===== src/rtl/spdif_channel_status_sequencer.sv =====
// rtl/spdif_channel_status_sequencer.sv - per-frame S/PDIF channel-status bit sequencer with block-synchronous config and CRCC
module spdif_channel_status_sequencer #(
   parameter int NUM_CHANNELS     = 2,
   parameter int CHANNEL_NUM_BASE = 1
) (
   input  logic                    clk,
   input  logic                    resetN,
   input  logic                    frameStrobe,
   input  logic                    syncBlock,
   input  logic                    professional,
   input  logic                    copyPermit,
   input  logic [7:0]              categoryCode,
   input  logic [3:0]              samplingFreq,
   input  logic [3:0]              wordLength,
   output logic [NUM_CHANNELS-1:0] csBits,
   output logic [7:0]              bitIndex,
   output logic                    blockStart,
   output logic                    csValid
);

   localparam logic [7:0] IDX_LAST     = 8'd191;
   localparam logic [7:0] IDX_CRC_LAST = 8'd183;

   // one CRCC step, generator x^8+x^4+x^3+x^2+1, MSB first
   function automatic logic [7:0] crc_step(input logic [7:0] c, input logic d);
      logic fb;
      fb = d ^ c[7];
      return {c[6:0], 1'b0} ^ (fb ? 8'h1D : 8'h00);
   endfunction

   // value of status bit idx for one channel under the given configuration
   function automatic logic status_bit(
      input logic [7:0] idx,
      input logic       prof,
      input logic       cp,
      input logic [7:0] cat,
      input logic [3:0] sf,
      input logic [3:0] wl,
      input logic [3:0] chnum,
      input logic [7:0] crc
   );
      logic       b;
      logic [1:0] fs_code;
      b = 1'b0;
      case (sf)
         4'd2:    fs_code = 2'b01;
         4'd0:    fs_code = 2'b10;
         4'd3:    fs_code = 2'b11;
         default: fs_code = 2'b00;
      endcase
      if (prof) begin
         if (idx == 8'd0)                             b = 1'b1;
         else if (idx == 8'd6)                        b = fs_code[0];
         else if (idx == 8'd7)                        b = fs_code[1];
         else if (idx >= 8'd16 && idx <= 8'd19)       b = wl[idx[1:0]];
         else if (idx >= 8'd184)                      b = crc[3'd7 - idx[2:0]];
      end else begin
         if (idx == 8'd2)                             b = cp;
         else if (idx >= 8'd8 && idx <= 8'd15)        b = cat[idx[2:0]];
         else if (idx >= 8'd20 && idx <= 8'd23)       b = chnum[idx[1:0]];
         else if (idx >= 8'd24 && idx <= 8'd27)       b = sf[idx[1:0]];
         else if (idx >= 8'd32 && idx <= 8'd35)       b = wl[idx[1:0]];
      end
      return b;
   endfunction

   logic [NUM_CHANNELS-1:0] cs_q, cs_d;
   logic [7:0]              bit_index_q, bit_index_d;
   logic                    block_start_q, block_start_d;
   logic                    cs_valid_q, cs_valid_d;
   logic [7:0]              next_idx_q, next_idx_d;
   logic [7:0]              crc_q, crc_d;
   logic                    shd_prof_q, shd_prof_d;
   logic                    shd_cp_q, shd_cp_d;
   logic [7:0]              shd_cat_q, shd_cat_d;
   logic [3:0]              shd_sf_q, shd_sf_d;
   logic [3:0]              shd_wl_q, shd_wl_d;

   logic                    emit;
   logic [7:0]              emit_idx;
   logic                    use_live;
   logic                    cfg_prof, cfg_cp;
   logic [7:0]              cfg_cat;
   logic [3:0]              cfg_sf, cfg_wl;
   logic [3:0]              chnum;
   logic [NUM_CHANNELS-1:0] bits;

   // emission index, config selection, per-channel bits, CRC and shadow next state
   always_comb begin
      emit     = frameStrobe | syncBlock;
      emit_idx = syncBlock ? 8'd0 : next_idx_q;
      // the block's first bit sees the live inputs, which are also what the shadow captures
      use_live = (emit_idx == 8'd0);
      cfg_prof = use_live ? professional : shd_prof_q;
      cfg_cp   = use_live ? copyPermit   : shd_cp_q;
      cfg_cat  = use_live ? categoryCode : shd_cat_q;
      cfg_sf   = use_live ? samplingFreq : shd_sf_q;
      cfg_wl   = use_live ? wordLength   : shd_wl_q;

      bits  = '0;
      chnum = 4'd0;
      for (int c = 0; c < NUM_CHANNELS; c++) begin
         chnum   = (CHANNEL_NUM_BASE == 0) ? 4'd0 : 4'(CHANNEL_NUM_BASE + c);
         bits[c] = status_bit(emit_idx, cfg_prof, cfg_cp, cfg_cat, cfg_sf, cfg_wl, chnum, crc_q);
      end

      cs_d          = cs_q;
      bit_index_d   = bit_index_q;
      block_start_d = block_start_q;
      cs_valid_d    = emit;
      next_idx_d    = next_idx_q;
      crc_d         = crc_q;
      shd_prof_d    = shd_prof_q;
      shd_cp_d      = shd_cp_q;
      shd_cat_d     = shd_cat_q;
      shd_sf_d      = shd_sf_q;
      shd_wl_d      = shd_wl_q;

      if (emit) begin
         cs_d          = bits;
         bit_index_d   = emit_idx;
         block_start_d = (emit_idx == 8'd0);
         next_idx_d    = (emit_idx == IDX_LAST) ? 8'd0 : emit_idx + 8'd1;
         // CRC restarts from all-ones at bit 0 and holds while its own bits go out;
         // channel 0 feeds it since professional bits are identical on every channel
         if (emit_idx == 8'd0)
            crc_d = crc_step(8'hFF, bits[0]);
         else if (emit_idx <= IDX_CRC_LAST)
            crc_d = crc_step(crc_q, bits[0]);
         if (emit_idx == 8'd0) begin
            shd_prof_d = professional;
            shd_cp_d   = copyPermit;
            shd_cat_d  = categoryCode;
            shd_sf_d   = samplingFreq;
            shd_wl_d   = wordLength;
         end
      end
   end

   // state register with asynchronous reset
   always_ff @(posedge clk or negedge resetN) begin
      if (!resetN) begin
         cs_q          <= '0;
         bit_index_q   <= 8'd0;
         block_start_q <= 1'b0;
         cs_valid_q    <= 1'b0;
         next_idx_q    <= 8'd0;
         crc_q         <= 8'hFF;
         shd_prof_q    <= 1'b0;
         shd_cp_q      <= 1'b0;
         shd_cat_q     <= 8'd0;
         shd_sf_q      <= 4'd0;
         shd_wl_q      <= 4'd0;
      end else begin
         cs_q          <= cs_d;
         bit_index_q   <= bit_index_d;
         block_start_q <= block_start_d;
         cs_valid_q    <= cs_valid_d;
         next_idx_q    <= next_idx_d;
         crc_q         <= crc_d;
         shd_prof_q    <= shd_prof_d;
         shd_cp_q      <= shd_cp_d;
         shd_cat_q     <= shd_cat_d;
         shd_sf_q      <= shd_sf_d;
         shd_wl_q      <= shd_wl_d;
      end
   end

   assign csBits     = cs_q;
   assign bitIndex   = bit_index_q;
   assign blockStart = block_start_q;
   assign csValid    = cs_valid_q;

endmodule


===== config.mk =====
export PLATFORM = sky130hd
export DESIGN_NAME = spdif_channel_status_sequencer
export DESIGN_NICKNAME = d
export VERILOG_FILES = /design/src/rtl/spdif_channel_status_sequencer.sv
export SDC_FILE = /design/constraint.sdc
export NUM_CORES = 1
export LEC_CHECK = 0
export CORE_ASPECT_RATIO = 1.4
export CORE_MARGIN = 2
export CORE_UTILIZATION = 35
export DETAILED_ROUTE_END_ITERATION = 12
export PLACE_DENSITY_LB_ADDON = 0.12
export SYNTH_ARGS = -nofsm -noshare
export SYNTH_HDL_FRONTEND = slang
export SYNTH_SLANG_ARGS = --single-unit

===== constraint.sdc =====
create_clock -name clk -period 2.3 [get_ports clk]
set_input_delay 0.69 -clock clk [delete_from_list [all_inputs] [get_ports clk]]
set_output_delay 0.69 -clock clk [all_outputs]
set_load 0.05 [all_outputs]

==> results of run 1 <==
-- per-layer routing --
layer,wire [um],up-vias,GRT usage [%]
met2,3990,33,33.7
li1,-,1120,-
met4,174,0,8.65
met3,177,9,3.09
met1,3040,1110,20.7
met5,0,-,0
-- per-stage QoR --
step / setup slack [ps] / cells / hold WS (ps) / cell area (um2)
detailed placement: -767 / 432 / 474 / 3560
global route: -140 / 449 / 386 / 3880
floorplan: -94.8 / 259 / 394 / 2770
CTS: -96.7 / 447 / 367 / 3730
global placement: -745 / 432 / 467 / 3560
finish: -53.4 / 449 / 352 / 3880
-- critical path, cell delays in order (launching register included) --
cell,delay (ps)
dfrtp_2,460
nor4_4,50
buf_4,160
a31o_4,230
buf_4,140
or3_4,320
o31ai_2,70
buf_4,170
a31oi_4,150
nor2_4,150
a21oi_1,50
o32a_1,320
-- cells by family after synthesis --
logic type                 after synthesis  share of synthesized area [%]
and+or+nand+nor                         82                           17.5
AOI/OAI and AO/OA                       59                           16.9
DFF                                     46                           42.7
muxes                                   37                           15.0
buffers and inverters                   28                           5.34
xor gates and xnor gates                 5                           1.61
adders and majority gates                2                          0.921
-- cells in the mapped netlist, types with 2 or more instances --
| cell type | n | area share [%] |
|---|---|---|
| nor2_1 | 22 | 3.0 |
| o211ai_1 | 3 | 0.83 |
| clkbuf_1 | 4 | 0.55 |
| mux2_2 | 20 | 8.3 |
| nand2b_1 | 4 | 0.92 |
| dfrtp_1 | 38 | 35 |
| buf_1 | 2 | 0.28 |
| dfstp_2 | 8 | 7.7 |
| buf_4 | 4 | 1.1 |
| a21oi_1 | 12 | 2.2 |
| o32a_1 | 3 | 1.1 |
| nand3b_1 | 8 | 2.2 |
| xor2_1 | 2 | 0.64 |
| and3_1 | 2 | 0.46 |
| a211oi_1 | 6 | 1.7 |
| nand3_1 | 5 | 0.92 |
| or3_2 | 3 | 0.83 |
| ha_1 | 2 | 0.92 |
| a31oi_1 | 2 | 0.46 |
| nor2b_1 | 2 | 0.46 |
| o21ai_0 | 9 | 1.7 |
| nor4_1 | 4 | 0.92 |
| inv_1 | 8 | 1.1 |
| nor3b_1 | 6 | 1.7 |
| o22a_1 | 2 | 0.64 |
| buf_2 | 8 | 1.5 |
| nand4_1 | 2 | 0.46 |
| nor3_1 | 2 | 0.37 |
| a21o_1 | 4 | 1.1 |
| xnor2_1 | 3 | 0.97 |
| o31ai_1 | 3 | 0.83 |
| buf_6 | 2 | 0.83 |
| and4_1 | 2 | 0.64 |
| nand2_1 | 12 | 1.7 |
| mux2i_1 | 16 | 5.9 |
-- timing repair --
action	CTS	global route
setup buffers	7	4
pin swaps	13	17
endpoints found under the setup margin	32	9
resized for setup	11	29
-- sequential cells by signal (all words and copies together) (netlist names) --
| signal | cells |
|---|---|
| bitIndex | 8 |
| crc_q | 8 |
| next_idx_q | 8 |
| shd_cat_q | 8 |
| shd_sf_q | 4 |
| shd_wl_q | 4 |
| csBits | 2 |
| blockStart | 1 |
| csValid | 1 |
| shd_cp_q | 1 |
| shd_prof_q | 1 |
-- final cells by class --
class	count	share of cell area, %
Inverter	8	0.774
Timing Repair Buffer	102	22.8
Multi-Input combinational cell	185	41.0
Clock buffer	8	2.07
Tap cell	100	3.23
Sequential cell	46	30.1
-- how the worst min path moves through the flow --
stage	from	end	slack [ps]	cells past startpoint
floorplan	resetN	bitIndex[0]	390	0
global placement	csBits[1]	csBits[1]	470	1
detailed placement	csBits[0]	csBits[0]	470	2
CTS	resetN	bitIndex[0]	370	1
global route	resetN	bitIndex[0]	390	1
finish	resetN	bitIndex[0]	350	1
-- placed cells by master, fill, tap and decap left out, types with 3 or more instances in the layout --
cell type / count
o32a_1: 3
dfrtp_1: 33
nand2_1: 12
o21ai_1: 3
mux2i_1: 16
clkbuf_8: 5
or3_2: 3
o211ai_1: 3
dfstp_2: 8
nor4_4: 3
buf_6: 4
a21oi_1: 10
o21ai_0: 7
buf_4: 63
mux2_2: 20
nor3b_1: 5
clkdlybuf4s50_1: 31
nand3_1: 5
xnor2_1: 3
nor2_1: 21
dfrtp_2: 5
clkbuf_1: 3
nand3b_1: 8
a211oi_1: 6
inv_1: 8
a21o_1: 4
-- power groups by stage --
stage               registers [mW]  clock network, mW  logic (mW)
CTS                           1.04              0.506       0.802
detailed placement            1.06                  0       0.774
global route                  1.07              0.539       0.925
global placement              1.05                  0       0.768
finish                        1.05              0.489       0.855
floorplan                     1.07                  0       0.444
==> flow_metrics.env, run 1 <==
export IMPL_outcome="complete, but fails checks"
export IMPL_violations="negative setup slack"
export IMPL_arrival_ps=2590
export IMPL_drt_total_wl_um=7380
export IMPL_h_tree_depth=2
export IMPL_p_comb_share_pct=35.8
export IMPL_worstSetupPathType="reg2reg"
export IMPL_grt_max_degree=27
export IMPL_die_h_um=108
export IMPL_cap_violations=0
export IMPL_p_int_mw=1.60
export IMPL_dr_pass1_iters=4
export IMPL_postCtsHoldBufs=0
export IMPL_place_hpwl_um=5450
export IMPL_yosys_warnings=0
export IMPL_synthArstFlopShare_pct=100
export IMPL_synth_area_per_cell_um2=10.5
export IMPL_synthCells=259
export IMPL_pwr_share_seq_pct=43.8
export IMPL_grt_ovfl_total=0
export IMPL_critical_path_endpoint="crc_q[2]"
export IMPL_num_nets_final=372
export IMPL_multiInputGateArea_um2=1590
export IMPL_numPortBuffers=33
export IMPL_min_period_ps=2350
export IMPL_clk_pin_slew_worst_paths_ps=80
export IMPL_cts_sinks=46
export IMPL_cts_buffers=5
export IMPL_p_switching_uw=789
export IMPL_synthFlopType="dfrtp_1"
export IMPL_fin_tns_setup_ps=-158
export IMPL_hp_class="in2async"
export IMPL_start_util_pct=35.5
export IMPL_yosys_register_bits=46
export IMPL_fin_skew_ps=7.88
export IMPL_max_vdd_ir_drop_v=0.000338
export IMPL_hold_viol_final=0
export IMPL_antenna_found_initial=0
export IMPL_cts_tree="yes"
export IMPL_vias=2272
export IMPL_drive_gt1_share_pct=41.8
export IMPL_area_growth_pct=42.7
export IMPL_grt_pass1_vias=2371
export IMPL_slew_headroom_pct=65.0
export IMPL_drv_slew=0
export IMPL_ant_nets=0
export IMPL_gp_congestion=0.822
export IMPL_die_area_um2=8500
export IMPL_worstReg2RegStart="next_idx_q[6]"
export IMPL_cp_end_kind="flop"
export IMPL_yosysSeqAreaShare_pct=42.7
export IMPL_syn_area_um2=2720
export IMPL_placementRows=38
export IMPL_grt_usage_pct=18.4
export IMPL_num_fill_cells=723
export IMPL_startpoint_type="flop"
export IMPL_num_antenna_cells=0
export IMPL_synth_edf_count=0
export IMPL_power_frac_clock_pct=20.4
export IMPL_leakagePower_nw=1.64
export IMPL_p_sw_share_pct=33.0
export IMPL_pin_count=34
export IMPL_avgRoutedWirePerCell_um=16.4
export IMPL_timing_fmax_ghz=0.425
export IMPL_ctsRootBufferMaster="clkbuf_8"
export IMPL_timing_final_crit_share_pct=102
export IMPL_coreArea_um2=7650
export IMPL_grt_pass1_wl_um=11900
export IMPL_r2r_end="crc_q[2]"
export IMPL_setup_ws_ps=-53.4
export IMPL_dr_first_iter_drc_count=81
export IMPL_setup_viol=4
export IMPL_worstMarginPinSlew_ps=524
export IMPL_total_power_mw=2.39
export IMPL_r2r_slack_ps=-50
export IMPL_critPathMaxFanout=8
export IMPL_synth_nets=283
export IMPL_p_per_area_nw_per_um2=617
export IMPL_startpoint="next_idx_q[6]"
export IMPL_die_w_um=78.5
export IMPL_clk_insertion_delay_late_ps=310
export IMPL_cts_buffer_depth=2
export IMPL_rsz0062_at_grt="true"
export IMPL_yosysUniqueCellTypes=59
export IMPL_viasPerCell=5.06
export IMPL_drc_errors=0
export IMPL_r2r_worst_path_cells=11
export IMPL_critPathRequiredTime_ps=2530
export IMPL_seqCellArea_um2=1170
export IMPL_fin_util_pct=50.7
(Power assumes the default switching activity.)
==> inputs of run 2 (changes only) <==
--- a/config.mk
+++ b/config.mk
@@ -9,6 +9,7 @@
 export CORE_MARGIN = 2
 export CORE_UTILIZATION = 35
 export DETAILED_ROUTE_END_ITERATION = 12
+export DONT_BUFFER_PORTS = 1
 export PLACE_DENSITY_LB_ADDON = 0.12
 export SYNTH_ARGS = -nofsm -noshare
 export SYNTH_HDL_FRONTEND = slang
==> flow_metrics.env, run 2 (synthesis results as in run 1) <==
export IMPL_outcome="complete, no violations"
export IMPL_leakagePower_nw=1.42
export IMPL_rsz0062_at_grt="true"
export IMPL_grt_max_degree=47
export IMPL_fin_util_pct=44.7
export IMPL_clk_pin_slew_worst_paths_ps=90
export IMPL_timing_fmax_ghz=0.436
export IMPL_placementRows=38
export IMPL_p_per_area_nw_per_um2=702
export IMPL_ant_nets=0
export IMPL_arrival_ps=2540
export IMPL_drive_gt1_share_pct=43.3
export IMPL_die_w_um=78.5
export IMPL_clk_insertion_delay_late_ps=310
export IMPL_postCtsHoldBufs=0
export IMPL_worstSetupPathType="reg2reg"
export IMPL_grt_pass1_vias=2180
export IMPL_grt_usage_pct=17.7
export IMPL_die_area_um2=8500
export IMPL_startpoint_type="flop"
export IMPL_cts_buffer_depth=2
export IMPL_h_tree_depth=2
export IMPL_dr_pass1_iters=4
export IMPL_ctsRootBufferMaster="clkbuf_8"
export IMPL_avgRoutedWirePerCell_um=17.8
export IMPL_min_period_ps=2290
export IMPL_worstMarginPinSlew_ps=727
export IMPL_antenna_found_initial=0
export IMPL_start_util_pct=35.5
export IMPL_coreArea_um2=7650
export IMPL_stdcell_count=398
export IMPL_critPathMaxFanout=7
export IMPL_area_growth_pct=25.8
export IMPL_holdWs_ps=65.7
export IMPL_r2r_slack_ps=9
export IMPL_timing_final_crit_share_pct=99.6
export IMPL_numPortBuffers=0
export IMPL_viasPerCell=5.31
export IMPL_die_h_um=108
export IMPL_grt_pass1_wl_um=11500
export IMPL_num_nets_final=321
export IMPL_num_antenna_cells=0
export IMPL_pin_count=34
export IMPL_cts_sinks=46
export IMPL_fin_skew_ps=6.87
export IMPL_dr_first_iter_drc_count=82
export IMPL_setup_viol=0
export IMPL_hold_viol_final=0
export IMPL_r2r_end="crc_q[2]"
export IMPL_place_hpwl_um=5060
export IMPL_grt_ovfl_total=0
export IMPL_cts_buffers=5
export IMPL_placed_area_um2=3080
export IMPL_cts_tree="yes"
export IMPL_num_fill_cells=728
export IMPL_drt_total_wl_um=7080
export IMPL_total_power_mw=2.40
export IMPL_hp_class="in2async"
export IMPL_vias=2115
export IMPL_place_inst=380
export IMPL_cp_end_kind="flop"
export IMPL_r2r_worst_path_cells=7
export IMPL_critPathRequiredTime_ps=2550
export IMPL_max_vdd_ir_drop_v=0.000365
export IMPL_final_common_cell="buf_4"
export IMPL_drc_errors=0
export IMPL_final_cell_mix="buf_4 (45), dfrtp_1 (37), nor2_1 (20), mux2_2 (20), mux2i_1 (16)"
export IMPL_worstReg2RegStart="next_idx_q[0]"
export IMPL_cap_violations=0
export IMPL_slew_headroom_pct=51.3
export IMPL_final_cell_area_um2=3420
export IMPL_gp_congestion=0.851
export IMPL_drv_slew=0
run 2: per-layer routing:
layer  vias up  track usage (%)  share of wire (%)
met3        12             2.84                2.7
met1      1048             20.4                 40
met4         0             8.40                2.4
met2        32             31.8                 55
li1       1023                -                  -
met5         -                0                  0
run 2: through the flow:
step                setup TNS, ps  setup slack [ps]
finish                          0              8.58
global route                 -479             -97.8
CTS                        -0.296            -0.296
detailed placement           -411              -109
global placement             -394              -112
floorplan                    -408             -94.8
run 2: worst max-delay path: stages, from the launching register on:
cell       delay (ps)
dfrtp_1           410
mux4_2            500
a21boi_2          180
o2bb2ai_2         140
a311oi_2          300
o221a_4           290
a211oi_1           60
o32a_1            340
run 2: worst max-delay path by stage:
stage                     endpoint  cells past startpoint           from  slack, ps
final                     crc_q[2]                      7  next_idx_q[0]          9
after floorplan           crc_q[2]                      9      syncBlock        -90
after CTS                 crc_q[2]                      9  next_idx_q[0]       -0.3
after global routing      crc_q[3]                      7  next_idx_q[0]       -100
after global placement    crc_q[0]                     10  next_idx_q[0]       -110
after detailed placement  crc_q[0]                     10  next_idx_q[0]       -110
run 2: report_power, final:
part	total [mW]	leakage (nW)	internal, mW	switching [mW]
clock	0.617	0.0514	0.324	0.292
sequential	1.10	0.553	0.937	0.168
combinational	0.681	0.817	0.378	0.303
run 2: repair_timing:
action | CTS | global route
endpoints found under the setup margin | 4 | 9
pin swaps | 14 | 7
resized for setup | 17 | 17
setup buffers | 4 | 6
run 2: layout make-up:
type | instances | area [um2] | area share (%)
clock buffer | 6 | 72.6 | 2.12
clock inverter | 2 | 37.5 | 1.10
inverter | 8 | 30.0 | 0.878
multi-input combinational | 185 | 1580 | 46.1
sequential | 46 | 1160 | 34.0
tap | 100 | 125 | 3.66
timing repair buffer | 51 | 414 | 12.1
==> inputs of run 3 (changes only) <==
--- a/config.mk
+++ b/config.mk
@@ -8,6 +8,7 @@
 export CORE_ASPECT_RATIO = 1.4
 export CORE_MARGIN = 2
 export CORE_UTILIZATION = 35
+export CTS_CLUSTER_DIAMETER = 120
 export DETAILED_ROUTE_END_ITERATION = 12
 export DONT_BUFFER_PORTS = 1
 export PLACE_DENSITY_LB_ADDON = 0.12
==> constraint.sdc (replaced) <==
create_clock -name clk -period 1.9 [get_ports clk]
set_input_delay 0.57 -clock clk [delete_from_list [all_inputs] [get_ports clk]]
set_output_delay 0.57 -clock clk [all_outputs]
set_load 0.05 [all_outputs]
==> flow_metrics.env, run 3 (synthesis results as in run 1) <==
export IMPL_slew_headroom_pct=67.5
export IMPL_avgRoutedWirePerCell_um=17.9
export IMPL_outcome="complete, but fails checks"
export IMPL_total_power_mw=2.99
export IMPL_drt_total_wl_um=7480
export IMPL_grt_ovfl_total=0
export IMPL_max_vdd_ir_drop_v=0.000401
export IMPL_place_inst=394
export IMPL_gp_congestion=0.815
export IMPL_grt_pass1_vias=2282
export IMPL_timing_fmax_ghz=0.430
export IMPL_worstMarginPinSlew_ps=488
export IMPL_arrival_ps=2560
export IMPL_drc_errors=0
export IMPL_clk_pin_slew_worst_paths_ps=90
export IMPL_rsz0062_at_grt="true"
export IMPL_leakagePower_nw=1.53
export IMPL_coreArea_um2=7650
export IMPL_p_sw_share_pct=31.5
export IMPL_ant_nets=0
export IMPL_placed_area_um2=3190
export IMPL_die_h_um=108
export IMPL_p_int_mw=2.05
export IMPL_grt_max_degree=39
export IMPL_setup_ws_ps=-424
export IMPL_p_switching_uw=941
export IMPL_drv_slew=0
export IMPL_die_area_um2=8500
export IMPL_cap_violations=0
export IMPL_pwr_share_seq_pct=43.8
export IMPL_antenna_found_initial=0
export IMPL_cts_buffer_depth=2
export IMPL_critical_path_endpoint="crc_q[3]"
export IMPL_num_nets_final=340
export IMPL_startpoint_type="flop"
export IMPL_seqCellArea_um2=1170
export IMPL_r2r_slack_ps=-420
export IMPL_place_hpwl_um=5230
export IMPL_viasPerCell=5.32
export IMPL_start_util_pct=35.5
export IMPL_die_w_um=78.5
export IMPL_startpoint="next_idx_q[1]"
export IMPL_power_frac_clock_pct=24.6
export IMPL_num_fill_cells=720
export IMPL_hold_viol_final=0
export IMPL_dr_pass1_iters=4
export IMPL_final_cell_area_um2=3640
export IMPL_holdWs_ps=97.3
export IMPL_fin_skew_ps=4.75
export IMPL_cts_buffers=5
export IMPL_timing_final_crit_share_pct=122
export IMPL_multiInputGateArea_um2=1610
export IMPL_worstSetupPathType="reg2reg"
export IMPL_fin_util_pct=47.5
export IMPL_clk_insertion_delay_late_ps=300
export IMPL_placementRows=38
export IMPL_violations="negative setup slack"
export IMPL_area_growth_pct=33.8
export IMPL_cts_tree="yes"
export IMPL_num_antenna_cells=0
export IMPL_pin_count=34
export IMPL_r2r_end="crc_q[3]"
export IMPL_r2r_worst_path_cells=9
export IMPL_critPathRequiredTime_ps=2140
export IMPL_worstReg2RegStart="next_idx_q[1]"
export IMPL_setup_viol=27
export IMPL_drive_gt1_share_pct=47.3
export IMPL_dr_first_iter_drc_count=85
export IMPL_numPortBuffers=0
export IMPL_stdcell_count=417
export IMPL_p_per_area_nw_per_um2=821
export IMPL_grt_usage_pct=18.4
export IMPL_cp_end_kind="flop"
export IMPL_ctsRootBufferMaster="clkbuf_8"
export IMPL_critPathMaxFanout=7
export IMPL_final_common_cell="buf_4"
export IMPL_vias=2219
export IMPL_hp_class="in2async"
export IMPL_grt_pass1_wl_um=12000
export IMPL_cts_sinks=46
export IMPL_final_cell_mix="buf_4 (60), dfrtp_1 (33), mux2_2 (20)"
export IMPL_p_comb_share_pct=31.6
export IMPL_min_period_ps=2320
export IMPL_h_tree_depth=2
run 3: power groups by stage:
stage               Sequential [mW]  Clock [mW]  Combinational (mW)
floorplan                      1.29           0               0.545
global placement               1.34           0               0.755
detailed placement             1.34           0               0.758
CTS                            1.31       0.767               0.880
global route                   1.33       0.790                1.02
finish                         1.31       0.736               0.942
run 3: repair_timing:
item / 4_1_cts / 5_1_grt
resized for setup: 31 / 14
endpoints found under the hold margin: 38 / 0
gates cloned: 0 / 3
setup endpoints to repair: 28 / 32
hold buffers: 1 / 0
pin swaps: 16 / 11
setup buffers: 10 / 2
run 3: layout make-up:
type	count	area share, %
inverter	8	0.826
clock buffer	7	2.10
clock inverter	1	0.826
tap	100	3.44
multi-input combinational	185	44.2
sequential	46	32.1
timing repair buffer	70	16.6
run 3: through the flow:
stage,TNS [ps],worst slack (ps)
global placement,-4470,-548
finish,-3400,-424
CTS,-2510,-422
global route,-5930,-532
detailed placement,-4770,-544
floorplan,-2720,-373
run 3: worst min-delay path by stage:
| stage | depth (start not counted) | end | slack (ps) |
|---|---|---|---|
| 2_1_floorplan | 0 | bitIndex[0] | 270 |
| 3_3_place_gp | 0 | bitIndex[6] | 280 |
| 3_5_place_dp | 0 | bitIndex[6] | 280 |
| 4_1_cts | 0 | crc_q[6] | 80 |
| 5_1_grt | 0 | crc_q[7] | 80 |
| 6_report | 1 | csBits[1] | 100 |
run 3: worst max-delay path: stages, from the launching register on:
cell	delay (ps)
dfrtp_2	400
buf_4	160
buf_4	150
nor4_2	270
a21boi_2	120
o2bb2ai_2	140
a311oi_2	320
o221a_4	320
a211oi_1	60
o32a_1	330
run 3: per-layer routing:
metal | routed length (um) | track usage, % | vias up
li1 | - | - | 1063
met1 | 2950 | 20.8 | 1095
met2 | 4120 | 34.5 | 42
met3 | 213 | 3.09 | 19
met4 | 188 | 6.89 | 0
met5 | 0 | 0 | -
